$ cat config.mk
export PLATFORM = sky130hd
export DESIGN_NAME = mux_scan_sequencer
export DESIGN_NICKNAME = d
export VERILOG_FILES = /design/src/rtl/mux_scan_pkg.sv /design/src/rtl/mux_scan_next_ch.sv /design/src/rtl/mux_scan_sequencer.sv
export SDC_FILE = /design/constraint.sdc
export NUM_CORES = 1
export LEC_CHECK = 0
export ABC_AREA = 1
export ABC_CLOCK_PERIOD_IN_PS = 2050
export BUFFER_PORTS_ARGS = -buffer_cell sky130_fd_sc_hd__buf_2
export CAP_MARGIN = 20
export CORE_UTILIZATION = 56
export DETAILED_ROUTE_END_ITERATION = 6
export PLACE_DENSITY = 0.78
export SYNTH_ARGS = -nofsm -noshare
export SYNTH_HDL_FRONTEND = slang
export SYNTH_SLANG_ARGS = --single-unit
$ cat constraint.sdc
create_clock -name clk -period 2.05 [get_ports clk]
set_input_delay 0 -clock clk [delete_from_list [all_inputs] [get_ports clk]]
set_output_delay 0 -clock clk [all_outputs]
set_load 0.005 [all_outputs]
$ cat src/rtl/mux_scan_pkg.sv
// mux_scan_pkg: shared state encoding and channel constants for the mux scan sequencer
package mux_scan_pkg;
    localparam int NUM_CH = 4;
    localparam int SEL_W = 2;
    typedef enum logic [1:0] {IDLE, DWELL, DONE} state_t;
endpackage

$ cat src/rtl/mux_scan_next_ch.sv
// mux_scan_next_ch: finds the next enabled channel above sel (or at/above it when incl is set)
module mux_scan_next_ch
    import mux_scan_pkg::*;
(
    input  logic [NUM_CH-1:0] mask,
    input  logic [SEL_W-1:0]  sel,
    input  logic              incl,
    output logic [SEL_W-1:0]  next_ch,
    output logic              found
);
    always_comb begin
        found = 1'b0;
        next_ch = '0;
        for (int i = NUM_CH - 1; i >= 0; i--)
            if (mask[i] && (i > int'(sel) || (incl && i == int'(sel)))) begin
                found = 1'b1;
                next_ch = SEL_W'(i);
            end
    end
endmodule

$ cat src/rtl/mux_scan_sequencer.sv
// mux_scan_sequencer: sweeps enabled channels of a 4-to-1 mux, dwelling per channel before capture
module mux_scan_sequencer
    import mux_scan_pkg::*;
#(
    parameter int DWELL_W = 8
) (
    input  logic               clk,
    input  logic               rst,
    input  logic               start,
    input  logic               stop,
    input  logic               cont,
    input  logic [NUM_CH-1:0]  en_mask,
    input  logic [DWELL_W-1:0] dwell,
    input  logic               mux_out,
    output logic [SEL_W-1:0]   sel,
    output logic               busy,
    output logic [NUM_CH-1:0]  sample,
    output logic               sample_valid,
    output logic               err
);
    state_t state, state_n;
    logic [SEL_W-1:0] sel_n, next_ch, low_ch;
    logic [DWELL_W-1:0] cnt, cnt_n, dwell_q, dwell_n;
    logic [NUM_CH-1:0] mask_q, mask_n, shadow, shadow_n, shadow_cap, sample_n;
    logic cont_q, cont_n, err_n, next_found, low_found;

    mux_scan_next_ch u_next (
        .mask(mask_q), .sel(sel), .incl(1'b0), .next_ch(next_ch), .found(next_found)
    );
    // In IDLE the lowest channel comes from the live mask, afterwards from the latched one
    mux_scan_next_ch u_low (
        .mask(state == IDLE ? en_mask : mask_q), .sel('0), .incl(1'b1),
        .next_ch(low_ch), .found(low_found)
    );

    assign busy = state != IDLE;
    assign sample_valid = state == DONE;

    always_comb begin
        state_n = state;
        sel_n = sel;
        cnt_n = cnt;
        mask_n = mask_q;
        dwell_n = dwell_q;
        cont_n = cont_q;
        shadow_n = shadow;
        sample_n = sample;
        err_n = 1'b0;
        shadow_cap = shadow;
        shadow_cap[sel] = mux_out;
        case (state)
            IDLE: if (start && !stop) begin
                err_n = !low_found;
                if (low_found) begin
                    state_n = DWELL;
                    mask_n = en_mask;
                    dwell_n = dwell;
                    cont_n = cont;
                    sel_n = low_ch;
                    cnt_n = '0;
                    shadow_n = '0;
                end
            end
            DWELL: if (stop) begin
                state_n = IDLE;
                sel_n = '0;
                cnt_n = '0;
            end else if (cnt == dwell_q) begin
                shadow_n = shadow_cap;
                cnt_n = '0;
                sel_n = next_found ? next_ch : sel;
                state_n = next_found ? DWELL : DONE;
                sample_n = next_found ? sample : shadow_cap & mask_q;
            end else begin
                cnt_n = cnt + 1'b1;
            end
            DONE: begin
                state_n = (stop || !cont_q) ? IDLE : DWELL;
                sel_n = (stop || !cont_q) ? '0 : low_ch;
                cnt_n = '0;
                shadow_n = '0;
            end
            default: begin
                state_n = IDLE;
                sel_n = '0;
            end
        endcase
    end

    always_ff @(posedge clk) begin
        if (rst) begin
            state <= IDLE;
            sel <= '0;
            cnt <= '0;
            mask_q <= '0;
            dwell_q <= '0;
            cont_q <= 1'b0;
            shadow <= '0;
            sample <= '0;
            err <= 1'b0;
        end else begin
            state <= state_n;
            sel <= sel_n;
            cnt <= cnt_n;
            mask_q <= mask_n;
            dwell_q <= dwell_n;
            cont_q <= cont_n;
            shadow <= shadow_n;
            sample <= sample_n;
            err <= err_n;
        end
    end
endmodule

==> results.py <==
metrics = {
    "grt": {
        "grt_max_degree": 28,
        "antenna_found_initial": 0,
        "grt_pass1_wl_mm": 7.31,
        "gr-total-overflow": 0,
        "grt_pass1_vias": 1653,
        "grt_use_total_pct": 27.5,
    },
    "routing": {
        "drc": 0,
        "totalWireLength_mm": 4.11,
        "num_vias": 1805,
        "wire_per_inst_um": 11.3,
        "drt_iter0_drc": 144,
        "antenna_left": 0,
        "viasPerCell": 4.96,
        "first_pass_iters": 5,
    },
    "clocking": {
        "cts_resized": 0,
        "cts_buffers": 5,
        "clk_latency_ns": 0.34,
        "cts.sinks": 34,
        "max-clock-path-buffers": 2,
        "htreeDepth": 2,
        "root_buffer": "clkbuf_4",
        "cts_tree": "built",
        "path_clk_slew_ns": 0.10,
    },
    "worst_setup_path": {
        "crit_top_cell": "nand2_1",
        "crit_start": "state[0]$_SDFFE_PP0P_",
        "cp_slowest_cell": "dfxtp_1",
        "crit_path_end_kind": "register",
        "cp-start-kind": "register",
        "cp_max_fo": 8,
        "critical_path_required_ns": 2.28,
        "cpPeakStageDelay_ns": 0.48,
        "path_class": "register to register",
        "crit_path_cell_trace": "nand2_1, nor2_2, nand2_1, nor2_1, nand2_1, o21ai_0, a21oi_1",
        "r2r_cells": 7,
        "arrival_ns": 1.92,
        "reg2reg_slack_ns": 0.36,
        "r2r_end": "sample[0]$_SDFFE_PP0P_",
        "r2r_start": "state[0]$_SDFFE_PP0P_",
    },
    "sta": {
        "relSlewSlack_pct": 47.6,
        "period_share_pct": 82.6,
        "grt_setup_unrepaired": "no",
        "worst_pin_slew_ns": 0.785,
        "final.setup_skew_ns": 0.00578,
        "slew_viol_final": 0,
        "fin_setup_tns_ns": 0,
        "hold_viol": 0,
        "setup_viol": 0,
        "period_minus_slack_ns": 1.69,
        "worst_slack_ns": 0.358,
        "whs_ns": 0.0210,
        "fmax_mhz": 591,
    },
    "min_path": {
        "worstHoldStart": "stop",
        "hp-class": "input port to register",
        "whs_path_depth": 4,
        "whs_endpoint": "cnt[1]$_SDFFE_PP0P_",
    },
    "yosys": {
        "synthesis.area_mm2": 0.00188,
        "synthesis.nets": 297,
        "synth_top_cell_area_share_pct": 36.2,
        "synth_cells": 278,
        "yosysTopAreaCell": "dfxtp_1",
        "ys_top_cells_by_area": "dfxtp_1 (36%), nand2_1 (11%), nor2_1 (9.4%), inv_1 (6.4%), a21oi_1 (5.9%)",
        "syn_avg_cell_area_um2": 6.76,
        "yosysSeqAreaShare_pct": 36.2,
        "synth.distinct_cells": 31,
        "ys_warn_count": 0,
        "ys_ff_latch": 34,
    },
    "final_layout": {
        "fillCellCount": 267,
        "diodes": 0,
        "multi_input_area_mm2": 0.00102,
        "final_cells": 364,
        "synthToLayoutAreaGrowth_pct": 17.8,
        "layout_common_cells": "nand2_1 (54), nor2_1 (47), dfxtp_1 (34), inv_1 (32), buf_2 (26)",
        "drive_gt1_share_pct": 16.9,
        "final_util_pct": 70.8,
        "regArea_um2": 681,
        "nets": 339,
        "layout_commonest_cell": "nand2_1",
    },
    "pwr": {
        "p_leak_nw": 0.972,
        "seqPwrFrac_pct": 47.9,
        "pwr-share-comb_pct": 30.1,
        "p_int_mw": 1.02,
        "swShare_pct": 35.4,
        "power.density_mw_per_mm2": 715,
        "ir_worst_vdd_mv": 0.405,
        "switching_power_mw": 0.561,
        "p_clk_share_pct": 21.9,
    },
    "die": {
        "chipWidth_um": 60.0,
        "core-area_mm2": 0.00313,
        "die_y_um": 60.0,
        "initial_core_util_pct": 60.1,
        "die-area_mm2": 0.00359,
        "num_rows": 20,
        "num_io_pins": 27,
    },
    "job": {
        "max-cap-violations": 0,
    },
    "placement": {
        "numPortBuffers": 26,
        "hpwl_mm": 2.93,
        "gp_congestion": 0.897,
        "pre_cts_slack_ns": 0.379,
        "dp.cells": 343,
    },
    "run_status": {
        "status": "finished clean",
    },
}
repair_timing:
| item | 4_1_cts | 5_1_grt |
|---|---|---|
| setup endpoints to repair | 0 | 0 |
| buffers inserted | 0 | 0 |
| endpoints found under the hold margin | 20 | 0 |
| hold buffers | 14 | 0 |
critical path: cells and delay by family (launching register included):
kind,cells,cell delay (ns)
and+or+nand+nor,5,0.84
DFF,1,0.48
AOI/OAI and AO/OA,2,0.26
how the worst max path moves through the flow:
stage                             end  slack [ns]  cells past startpoint
5_1_grt        sample[0]$_SDFFE_PP0P_        0.08                      7
4_1_cts        sample[0]$_SDFFE_PP0P_        0.36                      7
6_report       sample[0]$_SDFFE_PP0P_        0.36                      7
3_5_place_dp   sample[0]$_SDFFE_PP0P_        0.38                      7
2_1_floorplan     cont_q$_SDFFE_PP0P_        0.60                     10
3_3_place_gp   sample[3]$_SDFFE_PP0P_        0.39                      7
Yosys cell counts (all sizes together):
library cell and instances:
ha 1, inv 35, o21bai 1, buf 3
a31oi 1, clkbuf 2, nor2 52, nand4 3
or2 2, xnor2 7, mux2i 1, dfxtp 34
o21ai 29, nand3 15, xor2 3, nand2 64
a21oi 22, clkinv 1, o21a 2
state kept, by name, indices dropped and copies added (netlist names), 2 cells and up:
register,cells
mask_q,4
dwell_q,8
shadow,4
sample,4
cnt,8
state,2
sel,2
metrics by stage:
step	power, mW	instance area, um2
after floorplan	1.12	1880
after global placement	1.22	2030
after detailed placement	1.23	2030
after CTS	1.59	2220
after global routing	1.69	2220
final	1.59	2220
layout make-up:
| type | count | share of cell area (%) |
|---|---|---|
| flip-flops and latches | 34 | 30.7 |
| inverters | 36 | 6.32 |
| well taps | 44 | 2.48 |
| repair buffers | 40 | 12.2 |
| clock buffers | 7 | 2.03 |
| multi-input cells | 203 | 46.2 |
logic make-up (layout without fill, tap and decap cells):
kind of cell / Yosys count / in the layout / synth area share (%)
AOI/OAI and AO/OA: 55 / 55 / 15.3
xor gates and xnor gates: 10 / 10 / 4.66
adders and majority gates: 1 / 1 / 0.665
buffers and inverters: 41 / 83 / 9.31
DFF: 34 / 34 / 36.2
muxes: 1 / 1 / 0.532
and+or+nand+nor: 136 / 136 / 33.3
metal layers:
layer	up-vias	wire (um)	global-route usage (%)
met3	7	214	5.19
li1	965	-	-
met4	0	59	8.97
met5	-	0	0
met1	780	2090	39.2
met2	53	1740	41.6
power by group through the flow:
| stage | logic, mW | clock network (mW) | registers, mW |
|---|---|---|---|
| final | 0.478 | 0.347 | 0.760 |
| after global routing | 0.551 | 0.377 | 0.766 |
| after CTS | 0.474 | 0.354 | 0.759 |
| after detailed placement | 0.452 | 0 | 0.774 |
| after global placement | 0.445 | 0 | 0.774 |
| after floorplan | 0.362 | 0 | 0.761 |
Power figures use the tool's default switching activity.
